## config.mk

```make
export PLATFORM = sky130hd
export DESIGN_NAME = branch_sequencer
export DESIGN_NICKNAME = d
export VERILOG_FILES = /design/src/rtl/branch_pkg.sv /design/src/rtl/branch_sequencer.sv
export SDC_FILE = /design/constraint.sdc
export NUM_CORES = 1
export LEC_CHECK = 0
export ABC_CLOCK_PERIOD_IN_PS = 7080
export BUFFER_PORTS_ARGS = -buffer_cell sky130_fd_sc_hd__buf_4
export CAP_MARGIN = 40
export CORE_MARGIN = 1
export CORE_UTILIZATION = 54
export DETAILED_ROUTE_END_ITERATION = 12
export PLACE_DENSITY = 0.89
export SYNTH_ARGS = -nofsm -noshare
export SYNTH_HDL_FRONTEND = slang
export SYNTH_SLANG_ARGS = --single-unit
```

## constraint.sdc

```tcl
create_clock -name clk -period 7.08 [get_ports clk]
set_clock_uncertainty 0.15 [all_clocks]
set_input_delay 2.124 -clock clk [delete_from_list [all_inputs] [get_ports clk]]
set_output_delay 2.124 -clock clk [all_outputs]
set_load 0.02 [all_outputs]
```

## src/rtl/branch_pkg.sv

```systemverilog
// Shared types and constants for the 6502 relative-branch sequencer.
package branch_pkg;

  typedef enum logic [1:0] {
    IDLE      = 2'd0,
    FETCH_OFF = 2'd1,
    TAKEN     = 2'd2,
    FIXUP     = 2'd3
  } bseq_state_t;

  // Relative-branch opcodes (all of the form xxx1_0000).
  localparam logic [7:0] OP_BPL = 8'h10;
  localparam logic [7:0] OP_BMI = 8'h30;
  localparam logic [7:0] OP_BVC = 8'h50;
  localparam logic [7:0] OP_BVS = 8'h70;
  localparam logic [7:0] OP_BCC = 8'h90;
  localparam logic [7:0] OP_BCS = 8'hB0;
  localparam logic [7:0] OP_BNE = 8'hD0;
  localparam logic [7:0] OP_BEQ = 8'hF0;

  // Total instruction cycle counts: not taken, taken, taken across a page.
  localparam logic [2:0] BR_CYC_NT = 3'd2;
  localparam logic [2:0] BR_CYC_T  = 3'd3;
  localparam logic [2:0] BR_CYC_TX = 3'd4;

endpackage

```

## src/rtl/branch_sequencer.sv

```systemverilog
// Cycle-accurate 2/3/4-cycle sequencer for 6502 relative branches. Fetches
// the offset byte, drives the external target calculator and loads the PC,
// issuing the same dummy reads as the original part.
module branch_sequencer
  import branch_pkg::*;
(
  input  logic        clk,
  input  logic        rst,
  input  logic        start,
  input  logic [7:0]  opcode_in,
  input  logic [15:0] pc_in,
  input  logic [7:0]  status_in,
  input  logic [7:0]  mem_rdata,
  output logic [15:0] mem_addr,
  output logic        mem_rd,
  output logic [7:0]  calc_opcode,
  output logic [7:0]  calc_offset,
  output logic [15:0] calc_pc,
  output logic [7:0]  calc_status,
  input  logic [15:0] calc_target,
  input  logic        calc_taken,
  input  logic        calc_page_crossed,
  output logic        pc_load,
  output logic [15:0] pc_next,
  output logic        busy,
  output logic        done,
  output logic        err,
  output logic [2:0]  cycles
);

  bseq_state_t state, state_nx;
  logic [7:0]  op_q, st_q, off_q;
  logic [15:0] pc_q, tgt_q, pc_next_q, pc_nx, pc_fall;
  logic        cross_q, is_branch;
  logic [2:0]  cycles_q, cycles_nx;

  assign is_branch = op_q inside {OP_BPL, OP_BMI, OP_BVC, OP_BVS,
                                  OP_BCC, OP_BCS, OP_BNE, OP_BEQ};
  assign pc_fall   = pc_q + 16'd2;

  assign calc_opcode = op_q;
  assign calc_pc     = pc_q;
  assign calc_status = st_q;
  assign busy        = (state != IDLE);
  // The held values are bypassed so the new PC/cycle count is visible in
  // the same cycle that pc_load/done pulse.
  assign pc_next     = pc_nx;
  assign cycles      = cycles_nx;

  // Per-state bus activity, completion decision and next state.
  always_comb begin
    state_nx    = state;
    mem_rd      = 1'b0;
    mem_addr    = 16'h0000;
    calc_offset = off_q;
    pc_load     = 1'b0;
    done        = 1'b0;
    err         = 1'b0;
    pc_nx       = pc_next_q;
    cycles_nx   = cycles_q;
    case (state)
      IDLE: begin
        if (start) state_nx = FETCH_OFF;
      end
      FETCH_OFF: begin
        mem_rd      = 1'b1;
        mem_addr    = pc_q + 16'd1;
        // The calculator sees the offset byte in the cycle it is read.
        calc_offset = mem_rdata;
        if (!is_branch) begin
          err       = 1'b1;
          done      = 1'b1;
          cycles_nx = BR_CYC_NT;
          state_nx  = IDLE;
        end else if (!calc_taken) begin
          pc_load   = 1'b1;
          pc_nx     = pc_fall;
          done      = 1'b1;
          cycles_nx = BR_CYC_NT;
          state_nx  = IDLE;
        end else begin
          state_nx  = TAKEN;
        end
      end
      TAKEN: begin
        mem_rd   = 1'b1;
        mem_addr = pc_fall;
        if (!cross_q) begin
          pc_load   = 1'b1;
          pc_nx     = tgt_q;
          done      = 1'b1;
          cycles_nx = BR_CYC_T;
          state_nx  = IDLE;
        end else begin
          state_nx  = FIXUP;
        end
      end
      FIXUP: begin
        // Dummy read with the uncorrected high byte, as the real 6502 does.
        mem_rd    = 1'b1;
        mem_addr  = {pc_fall[15:8], tgt_q[7:0]};
        pc_load   = 1'b1;
        pc_nx     = tgt_q;
        done      = 1'b1;
        cycles_nx = BR_CYC_TX;
        state_nx  = IDLE;
      end
      default: state_nx = IDLE;
    endcase
  end

  // State register plus instruction context and held results.
  always_ff @(posedge clk or posedge rst) begin
    if (rst) begin
      state     <= IDLE;
      op_q      <= 8'h00;
      pc_q      <= 16'h0000;
      st_q      <= 8'h00;
      off_q     <= 8'h00;
      tgt_q     <= 16'h0000;
      cross_q   <= 1'b0;
      pc_next_q <= 16'h0000;
      cycles_q  <= 3'd0;
    end else begin
      state     <= state_nx;
      pc_next_q <= pc_nx;
      cycles_q  <= cycles_nx;
      if (state == IDLE && start) begin
        op_q <= opcode_in;
        pc_q <= pc_in;
        st_q <= status_in;
      end
      if (state == FETCH_OFF) begin
        off_q   <= mem_rdata;
        tgt_q   <= calc_target;
        cross_q <= calc_page_crossed;
      end
    end
  end

endmodule

```

==> impl_metrics.ini, run 1 <==
[cts]
insertion_delay_ps = 350
cts_buffers = 9
clk_pin_slew_ps = 80
cts_tree = done
ctsHtreeMaxLevel = 3
postCtsSetupBuffers = 0
cts_resized = 0
holdBufCountCts = 0
clock_path_buffers = 2
clock_sinks = 78
clockRootBuffer = clkbuf_8

[synth]
synthMostInstantiatedCell = nand2_1
ys_seq_elements = 78
async_flop_share = 1.000
synth.largest_area_cell = dfrtp_1
synth_edf_count = 0
ys.flop_type = dfrtp_1
synth_warnings = 0
ys_seq_area_frac = 0.4840
synthTopCellsByCount = nand2_1 (102), dfrtp_1 (78), mux2_2 (32)
syn_avg_cell_area_sq_um = 9.533
syn-cell-area_sq_um = 4033
netlist_instances = 423
ys_top_cells_by_area = dfrtp_1 (48%), nand2_1 (9.5%), mux2_2 (8.9%)
synth_cell_types = 47
netlist.area_leader.share = 0.4840
syn_nets = 486

[final_layout]
drive_gt1_frac = 0.3618
postLayoutCoreUtil = 0.7380
nets = 609
insertedDiodeCount = 0
area_delta_synth_final_pct = 32.73

[power]
powerDensity_nw_per_um2 = 291.5
ir_drop_mv = 0.1617
p_leak_nw = 2.549
total_power_mw = 1.560

[route]
drt-total-wl_um = 11030
drt_first_pass_iters = 7
drc = 0
vias_per_cell = 5.724
wl_per_cell_um = 16.99
vias = 3715
drt_iter0_drc = 245
ant_nets = 0

[sta]
setup_slack_ps = 1114
worst_slew_pin_slew_ps = 946.2
setup_tns_ps = 0
finalCritPeriodShare = 0.8427
hold_ws_ps = 330.5
slew_violations = 0
slew_headroom = 0.3692
hold_viol_final = 0
rsz0062_at_grt = false
fin_crit_ps = 5966
finalSetupViolCount = 0
max_clock_freq_mhz = 167.6

[setup_path]
cpMostUsedCell = buf_4
crit_required_ps = 4810
rrSetupSlack_ps = 4400
reg2reg_depth = 4
cp.arrival_ps = 3690
end_kind = primary output
critPathLaunchType = primary input
crit_chain = buf_4 > nor4b_1 > nand3_1 > buf_4 > or4_1 > nand3_1 > buf_4
criticalPathCategory = in2out
cpMaxStageDelayCell = or4_1
reg2reg_from = state[0]
r2r_end = calc_pc[1]
cpPeakStageDelay_ps = 510
critPathMaxFanout = 20

[global_route]
grt_max_degree = 49
grt_pass1_vias = 3624
grt_use_total = 0.2919
antenna_found_initial = 0
grt_pass1_wl_um = 17330
grt-ovfl-total = 0

[placed_design]
gp_congestion = 0.8534
dp_slack_ps = 1139
io_buffers = 140
hpwl_um = 7878

[floorplan]
rows = 31
core_area_sq_um = 7253
num_io_pins = 141
fp.dieArea_sq_um = 7817
die-width_um = 88.42
start_util = 0.5560
fp.dieH_um = 88.42

[hold_path]
worstHoldPathType = reg2reg
hold_depth = 2
min_from = off_q[3]
hold_end = off_q[3]

[job]
max-cap-violations = 0

[status]
status = complete, no violations
==> per-layer routing <==
metal	wire length, um	GRT usage	vias up
li1	-	-	1718
met1	4511	0.3712	1813
met2	5536	0.4867	161
met3	760	0.07463	23
met4	217	0.09971	0
met5	0	0	-
==> sequential cells by signal, indices dropped and copies added, names as in the netlist, 2 cells and up <==
| register | count |
|---|---|
| calc_opcode | 8 |
| calc_pc | 16 |
| calc_status | 8 |
| cycles_q | 3 |
| off_q | 8 |
| pc_next_q | 16 |
| state | 2 |
| tgt_q | 16 |
==> how the worst max path moves through the flow <==
stage               start           to  slack, ps
3_3_place_gp   calc_taken  pc_next[15]       1150
2_1_floorplan  calc_taken   pc_next[6]       1520
5_1_grt        calc_taken  pc_next[15]        990
6_report       calc_taken  pc_next[15]       1110
3_5_place_dp   calc_taken  pc_next[15]       1140
4_1_cts        calc_taken  pc_next[15]       1130
==> layout by cell type (no fill, tap or decap), types with 8 or more instances in the layout <==
cell type	netlist	layout
nand4_1	9	9
o21ai_0	20	20
o211ai_1	8	8
nor2_1	17	17
buf_4	3	145
a21oi_1	8	8
xnor2_1	10	10
nand3_1	20	20
dfrtp_1	78	78
clkbuf_8	0	9
mux2_2	32	32
mux2i_1	8	8
nand2_1	102	102
==> final cells by class <==
cell class / instances / area, sq um
flip-flops and latches: 78 / 1952
multi-input cells: 305 / 1902
fillers: 507 / 1901
repair buffers: 147 / 1144
clock buffers: 10 / 127.6
well taps: 99 / 123.9
clock inverters: 5 / 83.83
inverters: 5 / 20.02
==> power by group <==
part	leakage (nW)	switching [mW]	total [mW]	internal, mW
Clock	0.0990	0.163	0.361	0.198
Combinational	1.53	0.309	0.563	0.254
Sequential	0.921	0.0919	0.637	0.545
==> cell families (layout without fill, tap and decap cells) <==
logic type,after synthesis,in the layout,share of synthesized area
AO/OA/AOI/OAI,67,67,0.1108
multiplexers,40,40,0.1092
buffers and inverters,40,167,0.04499
XOR/XNOR,17,17,0.03692
flip-flops,78,78,0.4840
adder cells (fa/ha/maj),2,2,0.006204
AND/OR/NAND/NOR,179,179,0.2079
==> metrics by stage <==
step / area (sq um) / cells
2_1_floorplan: 4033 / 423
3_3_place_gp: 5086 / 632
3_5_place_dp: 5141 / 634
4_1_cts: 5353 / 649
5_1_grt: 5353 / 649
6_report: 5353 / 649
==> critical path: cells and delay by family <==
family	cells	cell delay, ps
simple gates	4	1070
buf+inv	3	510
Power figures use the tool's default switching activity.
==> run 2, diff against run 1 <==
- ABC_CLOCK_PERIOD_IN_PS: 7080 -> 5140
- CORE_UTILIZATION: 54 -> 45
- PLACE_DENSITY: 0.89 -> 0.8
- clock period: 7.08 -> 5.14 ns (I/O delays scaled with it)
==> run 2 against run 1 <==
Die area up 20%; power up 35%; setup slack worse by 620 ps; flip-flop and latch count unchanged; non-clock buffer count up 1; clock-buffer cell count down 1; core utilization down 13 points; critical path depth down 1; first-iteration DRC count down 33%.
==> impl_metrics.ini, run 2 (synthesized netlist as in run 1, its figures left out) <==
[status]
status = complete, no violations

[floorplan]
core_area_sq_um = 8678
die-width_um = 96.67
fp.dieH_um = 96.67
start_util = 0.4647
rows = 34
fp.dieArea_sq_um = 9344
num_io_pins = 141

[placed_design]
io_buffers = 140
placed_area_sq_um = 5120
hpwl_um = 7726
dp_cells = 644
gp_congestion = 0.9099

[final_layout]
final_common_cell = buf_4
n_fill_cell = 725
final_cells = 660
layout_common_cells = buf_4 (148), nand2_1 (102), dfrtp_1 (78)
area_delta_synth_final_pct = 31.86
nets = 610
drive_gt1_frac = 0.3659
insertedDiodeCount = 0
finish.instance_area_sq_um = 5318

[hold_path]
min_from = off_q[5]
hold_end = off_q[5]
hold_depth = 2
worstHoldPathType = reg2reg

[setup_path]
end_kind = primary output
cp.arrival_ps = 2950
r2r_end = pc_next_q[15]
critPathLaunchType = primary input
rrSetupSlack_ps = 2760
criticalPathCategory = in2out
reg2reg_depth = 6
reg2reg_from = state[1]
crit_required_ps = 3450
critPathMaxFanout = 4

[cts]
cts_buffers = 9
cts_resized = 0
clk_pin_slew_ps = 80
insertion_delay_ps = 360
clockRootBuffer = clkbuf_8
cts_tree = done
holdBufCountCts = 0
postCtsSetupBuffers = 0
ctsHtreeMaxLevel = 3
clock_path_buffers = 2
clock_sinks = 78

[global_route]
grt_use_total = 0.2384
grt_pass1_wl_um = 17840
grt-ovfl-total = 0
grt_max_degree = 48
grt_pass1_vias = 3570
antenna_found_initial = 0

[sta]
slew_headroom = 0.4631
setup_tns_ps = 0
finalCritPeriodShare = 0.9036
rsz0062_at_grt = false
slew_violations = 0
max_clock_freq_mhz = 215.3
fin_crit_ps = 4644
worst_slew_pin_slew_ps = 805.3
finalSetupViolCount = 0
hold_viol_final = 0
hold_ws_ps = 327.1

[route]
vias_per_cell = 5.562
routed.top_layer = met4
drt-met1-wl_um = 4551
drt-total-wl_um = 10770
drt_first_pass_iters = 5
drt_iter0_drc = 163
wl_met2_um = 5185
vias = 3671
ant_nets = 0
wl_met3_um = 880
drc = 0
wl_per_cell_um = 16.32

[power]
powerDensity_nw_per_um2 = 396.0
p_leak_nw = 2.539
ir_drop_mv = 0.1988

[job]
max-cap-violations = 0
## run 2: cell types whose count changed in the layout (fill, tap and decap cells not counted), sizes merged
cell	change
clkinvlp	-1
bufinv	-1
clkbuf	-1
buf	+1
clkinv	+4
## run 2: area by class of cell
type | count | area (sq um) | share of cell area
Clock buffer | 9 | 123.9 | 0.02329
Inverter | 5 | 20.02 | 0.003765
Timing Repair Buffer | 148 | 1111 | 0.2089
Sequential cell | 78 | 1952 | 0.3671
Clock inverter | 7 | 73.82 | 0.01388
Tap cell | 108 | 135.1 | 0.02541
Multi-Input combinational cell | 305 | 1902 | 0.3576
## run 2: worst max path at each step
stage,start,end,slack [ps],depth (start not counted)
2_1_floorplan,calc_taken,pc_next[6],740,5
3_3_place_gp,calc_taken,pc_next[15],480,6
3_5_place_dp,calc_taken,pc_next[15],530,6
4_1_cts,calc_taken,pc_next[15],510,6
5_1_grt,calc_taken,pc_next[15],400,6
6_report,calc_taken,pc_next[15],500,6
## run 2: worst max-delay path, stage by stage
cell     delay, ps
buf_4          120
nor4b_1        320
nand3_1        150
or4_1          530
nand3_1        140
buf_4          160
## run 2: metal layers
layer  up-vias  track usage
met3        15      0.08382
met1      1768       0.3100
met5         -            0
li1       1723            -
met2       165       0.3776
met4         0      0.06544
## run 2: report_power, final
part           leakage, nW  switching, mW  internal, mW  total (mW)
clock               0.0996          0.241         0.226       0.467
combinational         1.52          0.424         0.346       0.770
sequential           0.921          0.118         0.750       0.868
## run 2: stage by stage
stage               setup slack (ps)  utilization  power, mW
detailed placement             533.2       0.5900      1.650
global route                   398.1       0.6127      2.225
finish                         495.5       0.6127      2.106
global placement               483.7       0.5900      1.629
CTS                            511.7       0.6127      2.123
floorplan                      742.5            -      1.315
==> run 3, diff against run 2 <==
- CORE_ASPECT_RATIO: default -> 1.2
==> run 3 against run 2 <==
Clock-buffer cell count up 4; final area up 0.96%; critical endpoint unchanged; critical path type unchanged; power is 1.3% higher; sequential power about the same; register-to-register slack worse by 60 ps.
==> impl_metrics.ini, run 3 (synthesized netlist as in run 1, its figures left out) <==
[sta]
fin_crit_ps = 4681
max_clock_freq_mhz = 213.6
finalSetupViolCount = 0
finalCritPeriodShare = 0.9107
setup_tns_ps = 0
slew_headroom = 0.5742
rsz0062_at_grt = false
worst_slew_pin_slew_ps = 638.8
hold_viol_final = 0
slew_violations = 0

[job]
max-cap-violations = 0

[cts]
clock_sinks = 78
insertion_delay_ps = 350
cts_buffers = 9
holdBufCountCts = 0
clock_path_buffers = 2
cts_resized = 0
cts_tree = done
postCtsSetupBuffers = 0
clk_pin_slew_ps = 80
ctsHtreeMaxLevel = 3
clockRootBuffer = clkbuf_8

[route]
wl_per_cell_um = 16.20
drt_first_pass_iters = 4
drt_iter0_drc = 260
ant_nets = 0
vias = 3647
drc = 0
vias_per_cell = 5.451
drt-total-wl_um = 10840

[final_layout]
insertedDiodeCount = 0
final_cells = 669
layout_common_cells = buf_4 (148), nand2_1 (102), dfrtp_1 (78)
nets = 611
drive_gt1_frac = 0.3659
final_common_cell = buf_4
area_delta_synth_final_pct = 33.14

[floorplan]
core_area_sq_um = 8657
rows = 37
fp.dieH_um = 105.7
num_io_pins = 141
fp.dieArea_sq_um = 9345
start_util = 0.4658
die-width_um = 88.42

[placed_design]
io_buffers = 140
gp_congestion = 0.8781
dp_cells = 654
hpwl_um = 8041

[global_route]
grt_use_total = 0.2468
grt_pass1_wl_um = 17750
antenna_found_initial = 0
grt_pass1_vias = 3624
grt_max_degree = 31
grt-ovfl-total = 0

[power]
powerDensity_nw_per_um2 = 397.2
p_int_mw = 1.374
power_frac_comb = 0.359
ir_drop_mv = 0.1888
p_leak_nw = 2.561
clkPwrFrac = 0.233
seqPwrFrac = 0.408
power_switching_uw = 758.8
switching_share = 0.3558

[setup_path]
criticalPathCategory = in2out
r2r_end = calc_pc[2]
cpPeakStageDelay_ps = 530
end_kind = primary output
cp.arrival_ps = 2990
cpMaxStageDelayCell = or4_1
crit_chain = buf_4 > nor4b_1 > nand3_1 > or4_1 > nand3_1 > buf_4
crit_required_ps = 3450
rrSetupSlack_ps = 2700
reg2reg_from = state[1]
critPathLaunchType = primary input
critPathMaxFanout = 4
reg2reg_depth = 4

[hold_path]
min_from = off_q[3]
worstHoldPathType = reg2reg
hold_depth = 2
hold_end = off_q[3]

[status]
status = complete, no violations
## run 3: cell count changes in the layout (fill, tap and decap cells not counted)
| cell | previous run | this run |
|---|---|---|
| clkbuf_8 | 9 | 13 |
| clkinv_2 | 3 | 1 |
| buf_12 | 0 | 1 |
| clkinv_4 | 2 | 1 |
| clkinvlp_4 | 1 | 0 |
| inv_6 | 1 | 0 |
## run 3: worst max-delay path, delay by kind of cell
family / cells / cell delay [ps]
buffers and inverters: 2 / 280
and+or+nand+nor: 4 / 1170
## run 3: worst max path at each step
stage	slack, ps	end	cells past startpoint	start
detailed placement	450	pc_next[15]	6	calc_taken
finish	460	pc_next[15]	6	calc_taken
global placement	520	pc_next[15]	6	calc_taken
CTS	450	pc_next[15]	6	calc_taken
floorplan	740	pc_next[6]	5	calc_taken
global route	320	pc_next[15]	6	calc_taken
## run 3: through the flow
step | area (sq um) | utilization | setup slack (ps) | hold WS, ps | power (mW)
floorplan | 4033 | - | 742.5 | 287.9 | 1.315
global placement | 5131 | 0.5927 | 515.2 | 305.2 | 1.625
detailed placement | 5151 | 0.5950 | 454.7 | 312.4 | 1.648
CTS | 5369 | 0.6202 | 450.2 | 332.0 | 2.152
global route | 5369 | 0.6202 | 319.2 | 347.5 | 2.248
finish | 5369 | 0.6202 | 459.1 | 327.6 | 2.132
## run 3: power groups by stage
stage               Clock, mW  Combinational (mW)  Sequential (mW)
floorplan                   0               0.441            0.874
global placement            0               0.751            0.873
detailed placement          0               0.771            0.877
CTS                     0.512               0.772            0.868
global route            0.537               0.823            0.888
finish                  0.497               0.765            0.870
## run 3: layout make-up
class,instances,area [sq um]
Inverter,5,20.02
Tap cell,117,146.4
Sequential cell,78,1952
Fill cell,747,3288
Timing Repair Buffer,149,1131
Clock buffer,13,178.9
Clock inverter,2,38.79
Multi-Input combinational cell,305,1902
## run 3: per-layer routing
metal  part of all wire  vias to the layer above  GRT usage
met4              0.021                        0     0.1187
met3              0.065                       19    0.05560
met5                  0                        -          0
li1                   -                     1725          -
met2               0.50                      131     0.3868
met1               0.42                     1772     0.3184
